### src/rtl/systolic_pkg.sv
// systolic_pkg: shared constants and types for the 3x3 systolic matrix
// multiplier behind an AXI-stream style wrapper.
//   N         matrix dimension (3)
//   DATA_W    operand width (8, unsigned)
//   ACC_W     accumulator / result element width (16)
//   BEAT_W    input beat width: N A-column bytes then N B-row bytes
//   RES_W     flattened result width, C[i][j] at [(N*i+j)*ACC_W +: ACC_W]
//   sa_state_t  wrapper FSM state encoding
package systolic_pkg;

  localparam int N      = 3;
  localparam int DATA_W = 8;
  localparam int ACC_W  = 16;
  localparam int BEAT_W = 2 * N * DATA_W;
  localparam int RES_W  = N * N * ACC_W;

  // Skewed wavefront needs 3N-2 cycles to reach the far corner PE.
  // The compute timer counts down from COMPUTE_LAST to 0.
  localparam int COMPUTE_LAST = 3 * N - 3;
  localparam int CNT_W        = 3;

  typedef enum logic [1:0] {
    LOAD    = 2'd0,
    COMPUTE = 2'd1,
    OUTPUT  = 2'd2
  } sa_state_t;

endpackage

### src/rtl/systolic_array_axi_wrapper_pe.sv
// sa_pe: one multiply-accumulate cell of the systolic grid.
//   axi_clk    clock
//   axi_rst_n  synchronous active-low reset
//   clear      synchronous clear of accumulator and forwarding registers
//   a_in/a_out A operand, forwarded rightward through a register
//   b_in/b_out B operand, forwarded downward through a register
//   acc        accumulated dot product
// Build option: SA_SATURATE_EN makes the accumulator clamp at all-ones
// instead of wrapping.
module sa_pe
  import systolic_pkg::*;
(
  input  logic              axi_clk,
  input  logic              axi_rst_n,
  input  logic              clear,
  input  logic [DATA_W-1:0] a_in,
  input  logic [DATA_W-1:0] b_in,
  output logic [DATA_W-1:0] a_out,
  output logic [DATA_W-1:0] b_out,
  output logic [ACC_W-1:0]  acc
);

  logic [ACC_W-1:0] prod;

  assign prod = ACC_W'(a_in) * ACC_W'(b_in);

`ifdef SA_SATURATE_EN
  logic [ACC_W:0] sum;
  assign sum = {1'b0, acc} + {1'b0, prod};
`endif

  always_ff @(posedge axi_clk) begin
    if (!axi_rst_n || clear) begin
      a_out <= '0;
      b_out <= '0;
      acc   <= '0;
    end else begin
      a_out <= a_in;
      b_out <= b_in;
`ifdef SA_SATURATE_EN
      acc   <= sum[ACC_W] ? '1 : sum[ACC_W-1:0];
`else
      acc   <= acc + prod;
`endif
    end
  end

endmodule

### src/rtl/systolic_array_axi_wrapper.sv
// systolic_array_axi_wrapper: 3x3 unsigned matrix multiplier C = A x B.
// A and B arrive as three input beats (k = 0..2), each carrying column k
// of A and row k of B; the result matrix is presented as one output beat.
//   axi_clk       clock
//   axi_rst_n     synchronous active-low reset
//   s_axis_valid  input beat valid
//   s_axis_data   [7:0],[15:8],[23:16] = A[0..2][k]; [31:24],[39:32],[47:40] = B[k][0..2]
//   s_axis_ready  high while loading beats
//   m_axis_valid  result valid, held until m_axis_ready
//   m_axis_data   C[i][j] at [(3*i+j)*16 +: 16], zero while m_axis_valid is low
//   m_axis_ready  downstream accepts the result
// Build option: SA_SATURATE_EN (see sa_pe) clamps accumulators at 16'hFFFF.
//
// FSM states:
//   state   | meaning
//   LOAD    | accepting beats, beat_cnt counts 0..2
//   COMPUTE | skewed operands flow through the grid, compute_cnt counts down
//   OUTPUT  | result held on m_axis_*, waiting for m_axis_ready
module systolic_array_axi_wrapper
  import systolic_pkg::*;
(
  input  logic              axi_clk,
  input  logic              axi_rst_n,
  input  logic              s_axis_valid,
  input  logic [BEAT_W-1:0] s_axis_data,
  output logic              s_axis_ready,
  output logic              m_axis_valid,
  output logic [RES_W-1:0]  m_axis_data,
  input  logic              m_axis_ready
);

  sa_state_t          state;
  logic [1:0]         beat_cnt;
  logic [CNT_W-1:0]   compute_cnt;
  logic [CNT_W-1:0]   t_idx;
  logic               accept;
  logic               clear_grid;

  logic [DATA_W-1:0]  a_buf [N][N];  // a_buf[i][k] = A[i][k]
  logic [DATA_W-1:0]  b_buf [N][N];  // b_buf[k][j] = B[k][j]
  logic [DATA_W-1:0]  a_inj [N];
  logic [DATA_W-1:0]  b_inj [N];

  logic [DATA_W-1:0]  a_h [N][N+1];
  logic [DATA_W-1:0]  b_v [N+1][N];
  logic [RES_W-1:0]   acc_flat;
  logic               unused_edge;

  assign accept     = (state == LOAD) && s_axis_valid && s_axis_ready;
  assign clear_grid = (state == OUTPUT) && m_axis_ready;

  // Wavefront time: 0 on the first compute cycle, COMPUTE_LAST on the last.
  assign t_idx = CNT_W'(COMPUTE_LAST) - compute_cnt;

  always_ff @(posedge axi_clk) begin
    if (!axi_rst_n) begin
      state        <= LOAD;
      beat_cnt     <= '0;
      compute_cnt  <= '0;
      s_axis_ready <= 1'b1;
      m_axis_valid <= 1'b0;
    end else begin
      case (state)
        LOAD: begin
          if (accept) begin
            if (beat_cnt == 2'(N - 1)) begin
              beat_cnt     <= '0;
              compute_cnt  <= CNT_W'(COMPUTE_LAST);
              s_axis_ready <= 1'b0;
              state        <= COMPUTE;
            end else begin
              beat_cnt <= beat_cnt + 2'd1;
            end
          end
        end
        COMPUTE: begin
          // The last accumulate lands on the same edge that raises valid.
          if (compute_cnt == '0) begin
            m_axis_valid <= 1'b1;
            state        <= OUTPUT;
          end else begin
            compute_cnt <= compute_cnt - 1'b1;
          end
        end
        OUTPUT: begin
          if (m_axis_ready) begin
            m_axis_valid <= 1'b0;
            s_axis_ready <= 1'b1;
            state        <= LOAD;
          end
        end
        default: begin
          state        <= LOAD;
          beat_cnt     <= '0;
          s_axis_ready <= 1'b1;
          m_axis_valid <= 1'b0;
        end
      endcase
    end
  end

  always_ff @(posedge axi_clk) begin
    if (!axi_rst_n) begin
      for (int i = 0; i < N; i++) begin
        for (int k = 0; k < N; k++) begin
          a_buf[i][k] <= '0;
          b_buf[i][k] <= '0;
        end
      end
    end else if (accept) begin
      for (int k = 0; k < N; k++) begin
        if (beat_cnt == 2'(k)) begin
          for (int i = 0; i < N; i++) begin
            a_buf[i][k] <= s_axis_data[i*DATA_W +: DATA_W];
            b_buf[k][i] <= s_axis_data[(N+i)*DATA_W +: DATA_W];
          end
        end
      end
    end
  end

  // Row i is delayed by i cycles and column j by j cycles, so PE(i,j)
  // sees A[i][k] and B[k][j] together at t = i + j + k. Outside that
  // window the edges inject zero, which keeps the accumulators frozen.
  always_comb begin
    for (int i = 0; i < N; i++) begin
      a_inj[i] = '0;
      b_inj[i] = '0;
    end
    if (state == COMPUTE) begin
      for (int i = 0; i < N; i++) begin
        for (int k = 0; k < N; k++) begin
          if (int'(t_idx) == i + k) begin
            a_inj[i] = a_buf[i][k];
            b_inj[i] = b_buf[k][i];
          end
        end
      end
    end
  end

  for (genvar gi = 0; gi < N; gi++) begin : g_edge
    assign a_h[gi][0] = a_inj[gi];
    assign b_v[0][gi] = b_inj[gi];
  end

  for (genvar gi = 0; gi < N; gi++) begin : g_row
    for (genvar gj = 0; gj < N; gj++) begin : g_col
      sa_pe u_pe (
        .axi_clk   (axi_clk),
        .axi_rst_n (axi_rst_n),
        .clear     (clear_grid),
        .a_in      (a_h[gi][gj]),
        .b_in      (b_v[gi][gj]),
        .a_out     (a_h[gi][gj+1]),
        .b_out     (b_v[gi+1][gj]),
        .acc       (acc_flat[(N*gi+gj)*ACC_W +: ACC_W])
      );
    end
  end

  // Operands leaving the far edges of the grid are not needed.
  assign unused_edge = ^{a_h[0][N], a_h[1][N], a_h[2][N],
                         b_v[N][0], b_v[N][1], b_v[N][2]};

  assign m_axis_data = m_axis_valid ? acc_flat : '0;

endmodule

### config.mk
export PLATFORM = sky130hd
export DESIGN_NAME = systolic_array_axi_wrapper
export DESIGN_NICKNAME = d
export VERILOG_FILES = /design/src/rtl/systolic_pkg.sv /design/src/rtl/systolic_array_axi_wrapper_pe.sv /design/src/rtl/systolic_array_axi_wrapper.sv
export SDC_FILE = /design/constraint.sdc
export NUM_CORES = 2
export LEC_CHECK = 0
export CAP_MARGIN = 20
export CORE_MARGIN = 2
export CORE_UTILIZATION = 30
export CTS_CLUSTER_SIZE = 20
export DETAILED_ROUTE_END_ITERATION = 10
export DONT_BUFFER_PORTS = 1
export GPL_TIMING_DRIVEN = 0
export SLEW_MARGIN = 20
export SYNTH_ARGS = -nofsm -noshare
export SYNTH_HDL_FRONTEND = slang
export SYNTH_SLANG_ARGS = --single-unit
### constraint.sdc
create_clock -name axi_clk -period 14.4 [get_ports axi_clk]
set_input_delay 0 -clock axi_clk [delete_from_list [all_inputs] [get_ports axi_clk]]
set_output_delay 0 -clock axi_clk [all_outputs]
set_load 0.005 [all_outputs]
# Word-level counts from Yosys, hierarchy flattened
# Memory sizes are Yosys's and may differ from the RTL's.
# Index checks and enable logic that the tools add are counted.
[classes]
add_sub_neg = 12
n_mul = 9
eq_ne = 13
mux = 71
n_bitwise = 21
reduce_logical = 16
[ops]
columns = ["operator", "count"]
rows = [
  ["$mux W8", 36],
  ["$add A16 B16 Y16", 9],
  ["$mul A8 B8 Y16", 9],
  ["$mux W144", 1],
  ["$mux W24", 2],
  ["$mux W1", 18],
  ["$or A1 B1 Y1", 18],
  ["$mux W2", 6],
  ["$reduce_and A4 Y1", 3],
  ["$eq A3 B3 Y1 const B", 3],
  ["$mux W3", 3],
  ["$ne A2 B2 Y1 const B", 4],
  ["$logic_not A3 Y1", 2],
  ["$pmux W1 S3", 2],
  ["$pmux W2 S3", 1],
  ["$pmux W3 S2", 1],
  ["$eq A2 B1 Y1 const B", 2],
  ["$eq A2 B2 Y1 const B", 2],
  ["$logic_not A2 Y1", 2],
  ["$pmux W2 S2", 1],
  ["$eq A3 B2 Y1 const B", 1],
  ["$logic_and A1 B1 Y1", 3],
  ["$not A1 Y1", 3],
  ["$reduce_and A3 Y1", 1],
  ["9 further kinds", 9],
]
[totals]
ff_bits = 249
mem_bits_rw = 144
inputBits = 52
wordCells = 170
n_memories = 2
[mem_list]
columns = ["memory", "words", "word_bits", "read_ports", "rd_clocked_by_memory_dff", "wr", "line_no", "source"]
rows = [
  ["a_buf", 3, 24, 3, 0, 3, "systolic_array_axi_wrapper.sv:39", "logic [DATA_W-1:0] a_buf [N][N];"],
  ["b_buf", 3, 24, 3, 0, 3, "systolic_array_axi_wrapper.sv:40", "logic [DATA_W-1:0] b_buf [N][N];"],
]

# Longest topological paths before layout
[logic_depth]
depth_word = 8
ltp_mapped = 24
mapped_depth_nobuf = 22

# Cells and area by module
# From an unflattened synthesis, not the netlist that was laid out.
[hier_totals]
cells_unflattened = 4157
area_unflattened_um2 = 38778.4
[by_module_without_submodules]
columns = ["module", "instances", "cells_per_inst", "area_per_inst_um2", "seq_area_each_um2"]
rows = [
  ["sa_pe (g_row[1].g_col[0].u_pe ...)", 3, 384, 3443.3, 640.6],
  ["systolic_array_axi_wrapper", 1, 713, 8051.5, 4504.3],
  ["sa_pe (g_row[0].g_col[1].u_pe ...)", 2, 378, 3375.7, 640.6],
  ["sa_pe (g_row[2].g_col[1].u_pe)", 1, 387, 3430.8, 640.6],
  ["sa_pe (g_row[2].g_col[2].u_pe)", 1, 383, 3409.5, 640.6],
  ["sa_pe (g_row[2].g_col[0].u_pe)", 1, 383, 3403.3, 640.6],
  ["sa_pe (g_row[0].g_col[0].u_pe)", 1, 383, 3402.0, 640.6],
]

# Worst setup path after synthesis
# OpenSTA, ideal clock, no wires.
[synth_path]
kind = "reg-to-reg"
from = "register compute_cnt[0]"
to = "register g_row[2].g_col[0].u_pe.acc[12]"
setup_time_ns = 0.133
arrival_time_ns = 5.306
t_required_ns = 14.267
path_slack_ns = 8.961
stages_incl_launch_ff = 23
period_less_slack_ns = 5.439
cell_sequence = "dfxtp_1 > ha_1 > ha_1 > and2_1 > clkbuf_1 > buf_4 > a221oi_2 > nor2_1 > and2_1 > fa_1 > inv_1 > fa_1 > inv_1 > fa_1 > inv_1 > fa_1 > inv_1 > ha_1 > and4_1 > or3b_2 > a31oi_1 > o21a_1 > nor3_1"
[synth_between]
elab_chain_cells = 8
word_cells_on_any_way = 10
cone_classes = "add/sub (2); mul (1); eq/ne (3); mux (4)"
[synth_rtl]
columns = ["element", "line_no", "source"]
rows = [
  ["start, declared", "systolic_array_axi_wrapper.sv:34", "logic [CNT_W-1:0] compute_cnt;"],
  ["start signal, assigned", "systolic_array_axi_wrapper.sv:68", "compute_cnt <= CNT_W'(COMPUTE_LAST);"],
  ["start signal, assigned", "systolic_array_axi_wrapper.sv:82", "compute_cnt <= compute_cnt - 1'b1;"],
  ["$sub A3 B3 Y3 *", "systolic_array_axi_wrapper.sv:53", "assign t_idx = CNT_W'(COMPUTE_LAST) - compute_cnt;"],
  ["$eq A3 B3 Y1", "systolic_array_axi_wrapper.sv:133", "if (int'(t_idx) == i + k) begin"],
  ["$mux W8 (2 in series)", "systolic_array_axi_wrapper.sv:133", ""],
  ["$mux W8 *", "systolic_array_axi_wrapper.sv:133", ""],
  ["$mux W24 *", "systolic_array_axi_wrapper.sv:130", "if (state == COMPUTE) begin"],
  ["$mul A8 B8 Y16 *", "systolic_array_axi_wrapper_pe.sv:25", "assign prod = ACC_W'(a_in) * ACC_W'(b_in);"],
  ["$add A16 B16 Y16 *", "systolic_array_axi_wrapper_pe.sv:43", "acc <= acc + prod;"],
  ["end signal, assigned", "systolic_array_axi_wrapper_pe.sv:43", ""],
  ["end, declared", "systolic_array_axi_wrapper_pe.sv:20", "output logic [ACC_W-1:0] acc"],
]
# Every way passes the cells marked *; elsewhere a longest branch is shown, timed or not.
# A chain may end at the register's enable or synchronous reset.

# Final worst setup path
[layout_path]
from = "register compute_cnt[0]"
to = "register g_row[0].g_col[1].u_pe.acc[12]"
[layout_between]
elab_chain_cells = 8
word_cells_on_any_way = 10
cone_classes = "add/sub (2); mul (1); eq/ne (3); mux (4)"
[layout_rtl]
columns = ["element", "line_no"]
rows = [
  ["$sub A3 B3 Y3 *", "systolic_array_axi_wrapper.sv:53"],
  ["$eq A3 B2 Y1", "systolic_array_axi_wrapper.sv:133"],
  ["$mux W8 (2 in series)", "systolic_array_axi_wrapper.sv:133"],
  ["$mux W8 *", "systolic_array_axi_wrapper.sv:133"],
  ["$mux W24 *", "systolic_array_axi_wrapper.sv:130"],
  ["$mul A8 B8 Y16 *", "systolic_array_axi_wrapper_pe.sv:25"],
  ["$add A16 B16 Y16 *", "systolic_array_axi_wrapper_pe.sv:43"],
  ["end signal, assigned", "systolic_array_axi_wrapper_pe.sv:43"],
  ["end, declared", "systolic_array_axi_wrapper_pe.sv:20"],
]
# Marked as above.

==> qor.csv <==
stage,metric,value,unit
run_status,status,"finished, final reports clean",
sta,min_period,7.01,ns
routing,drtPass1Iterations,5,
cells_and_area,fin_nets,4917,
sta,max_slew_margin,0.255,
cells_and_area,syn_to_final_growth,11.8,%
cts,cts-root-buf,clkbuf_16,
critical_path,cp.required,14.86,ns
floorplan,core-area,122000,um^2
critical_path,crit_type,reg2reg,
critical_path,crit_start,compute_cnt[0]$_SDFFE_PN0P_,
grt,grt_max_degree,49,
yosys,syn_inst,3981,
cells_and_area,drive_gt1_frac,0.0400,
floorplan,start_util,0.302,
cts,cts_resized,0,
routing,drc_errors,0,
hold_path,min_from,s_axis_data[10],
routing,viasPerCell,4.71,
critical_path,cp-end-kind,flop,
yosys,synth.ff_latch_count,393,
sta,worstMarginPinSlew,1.12,ns
critical_path,crit_top_cell,fa_1,
place,post_dp_cell_area,38900,um^2
yosys,yosys.area.top_type_share,0.245,
routing,wl_met2,49300,um
critical_path,r2r_start,compute_cnt[0]$_SDFFE_PN0P_,
grt,grt_usage,0.175,
sta,fmax,143,MHz
power,p_per_area,72.1,nW/um^2
routing,drt_iter0_drc,1832,
grt,grt_pass1_wl,167000,um
cts,worstSkewPairLatency,0.63,ns
place,dp_hpwl,86900,um
cts,clk_pin_slew,0.07,ns
cts,cts_setup_buffers,0,
yosys,synth.distinct_cells,67,
critical_path,cpPeakStageDelay,0.56,ns
routing,drt-wirelength-per-cell,18.9,um
cells_and_area,final_util,0.338,
hold_path,worstHoldPathType,in2reg,
cts,clockBufferDepth,3,
run,max_cap_viol_count,0,
power,leakage,19.4,nW
power,finalPower,2.96,mW
critical_path,worstPathArrival,7.46,ns
critical_path,crit_chain,ha_1 -> ha_1 -> or2_1 -> clkbuf_1 -> buf_2 -> a21oi_1 -> a21oi_1 -> nor2_1 -> and2_1 -> fa_1 -> inv_1 -> fa_1 -> fa_1 -> fa_1 -> inv_1 -> ha_1 -> and4_1 -> or3b_2 -> a31oi_1 -> nor3_1 -> nor3_1,
yosys,post-synth-top-area-cell,fa_1,
cts,cts_made_buffers,46,
floorplan,die_h,354,um
floorplan,die_w,354,um
cts,cts-htree-levels,2,
routing,dr.max_layer_used,met5,
sta,fin_setup_tns,0,ns
cts,cts_tree,built,
yosys,synthArstFlopShare,0,
floorplan,rows,128,
floorplan,die_area,125000,um^2
routing,ant_nets,0,
grt,antenna_found_initial,12,
yosys,ys_seq_area_frac,0.253,
yosys,synth_area_per_cell,9.23,um^2
grt,globalRouteOverflowTotal,0,
routing,vias,27095,
place,gp_congestion,0.869,
sta,skew,0.0194,ns
cts,cts_hold_buf,52,
cts,cts_sinks,393,
routing,met3RoutedLength,9300,um
sta,maxSlewViolCount,0,
yosys,synth_fp_nets,4807,
floorplan,io-pin-count,198,
critical_path,cp_max_fo,10,
grt,grt_pass1_vias,27515,
sta,hold_viol,0,
yosys,netlist_top_cells_area,"fa_1, dfxtp_1, edfxtp_1",
yosys,synth_top_flop_cell,dfxtp_1,
routing,met1_length,47100,um
place,numPortBuffers,0,
sta,fin_crit_sh,0.487,
yosys,syn_area,36800,um^2
critical_path,start_kind,flop,
power,ir_worst_vdd,0.0845,mV
cells_and_area,final_cell_area,41100,um^2
routing,drt_wl_total,109000,um
critical_path,slowest_stage,fa_1,
yosys,synth_warnings,0,
yosys,synth_edf_count,144,
sta,rsz0062_at_grt,false,
sta,setup_viol,0,
stage by stage:
stage	hold slack, ns	std cells	setup WS, ns
after floorplan	0.198	3981	8.96
after global placement	0.199	5606	7.57
after detailed placement	0.202	5611	7.56
after CTS	0.113	5749	7.54
after global routing	0.141	5757	7.19
final	0.139	5757	7.39
state kept, by name, indices dropped and copies added (netlist names):
register and flops:
a_buf 72, compute_cnt 3, state 2, beat_cnt 2, g_row.g_col.u_pe.acc 144, g_row.g_col.u_pe.a_out 48
g_row.g_col.u_pe.b_out 48, b_buf 72, s_axis_ready 1, m_axis_valid 1
critical path, delay by kind of cell (launching register included):
kind	cells	cell delay [ns]
DFF	1	0.36
buffers and inverters	4	0.74
and+or+nand+nor	7	1.91
adders and majority gates	7	3.02
AOI/OAI and AO/OA	3	0.78
synth_stat cells, types with 7 or more instances:
library cell,number
fa_1,450
xnor2_1,28
buf_2,16
o21bai_1,7
buf_1,7
a21oi_1,99
a31oi_1,17
ha_1,324
or2_2,19
nand2b_1,28
clkbuf_1,99
xor2_1,11
o21ai_0,52
inv_1,808
dfxtp_1,249
a221oi_2,10
nor3b_1,8
edfxtp_1,144
and3_1,108
a21o_1,38
nand2_1,326
nand3_1,20
and2_1,579
nor2_1,157
a211oi_1,33
mux2i_1,17
nor2b_1,20
o21a_1,51
o31a_1,9
nor3_1,121
o211ai_1,17
and4_1,7
nand3b_1,18
power by group:
group          internal [mW]  leakage, nW  switching [mW]
Combinational         0.0995         15.1           0.316
Clock                  0.746        0.785           0.540
Sequential              1.24         3.52          0.0249
Total                   2.08         19.4           0.881
cell type report:
| cell class | instances | area [um^2] |
|---|---|---|
| Sequential cell | 393 | 9310 |
| Inverter | 809 | 3040 |
| Clock buffer | 60 | 1290 |
| Tap cell | 1625 | 2030 |
| Clock inverter | 26 | 329 |
| Buffer | 125 | 509 |
| Antenna cell | 3 | 7.51 |
| Multi-Input combinational cell | 2654 | 23900 |
| Timing Repair Buffer | 62 | 651 |
| Fill cell | 12664 | 80600 |
logic make-up after synthesis:
family / Yosys count / synth area share
buffers and inverters: 934 / 0.0962
adder cells (fa/ha/maj): 774 / 0.355
AO/OA/AOI/OAI: 386 / 0.0719
multiplexers: 17 / 0.00463
XOR/XNOR: 39 / 0.00929
AND/OR/NAND/NOR: 1438 / 0.209
flip-flops: 393 / 0.253
cell usage in the layout (no fill, tap or decap), types with 19 or more instances in the layout:
cell           instances
edfxtp_1             144
or2_2                 19
nor2b_1               20
a21oi_1               98
and3_1               108
nand3_1               20
xnor2_1               28
nor2_1               157
dfxtp_1              249
clkbuf_16             48
clkbuf_1              99
nor3_1               121
o21ai_0               52
and2_1               579
fa_1                 450
nand2b_1              28
nand2_1              323
o21a_1                51
dlygate4sd3_1         52
a21o_1                38
a211oi_1              33
inv_1                808
ha_1                 324
path summary, 6_finish.rpt:
kind	to	slack (ns)	depth (start not counted)
max reg2reg	g_row[0].g_col[1].u_pe.acc[12]$_SDFF_PP0_	7.39	21
min	a_buf[0][26]$_SDFFCE_PN0P_	0.14	2
max	g_row[0].g_col[1].u_pe.acc[12]$_SDFF_PP0_	7.39	21
min reg2reg	state[0]$_SDFFE_PN0P_	0.52	2
per-layer routing:
metal / track usage / up-vias
met4: 0.0501 / 2
li1: - / 12742
met5: 0 / -
met3: 0.0514 / 141
met2: 0.280 / 764
met1: 0.228 / 13446
(Power assumes the default switching activity.)
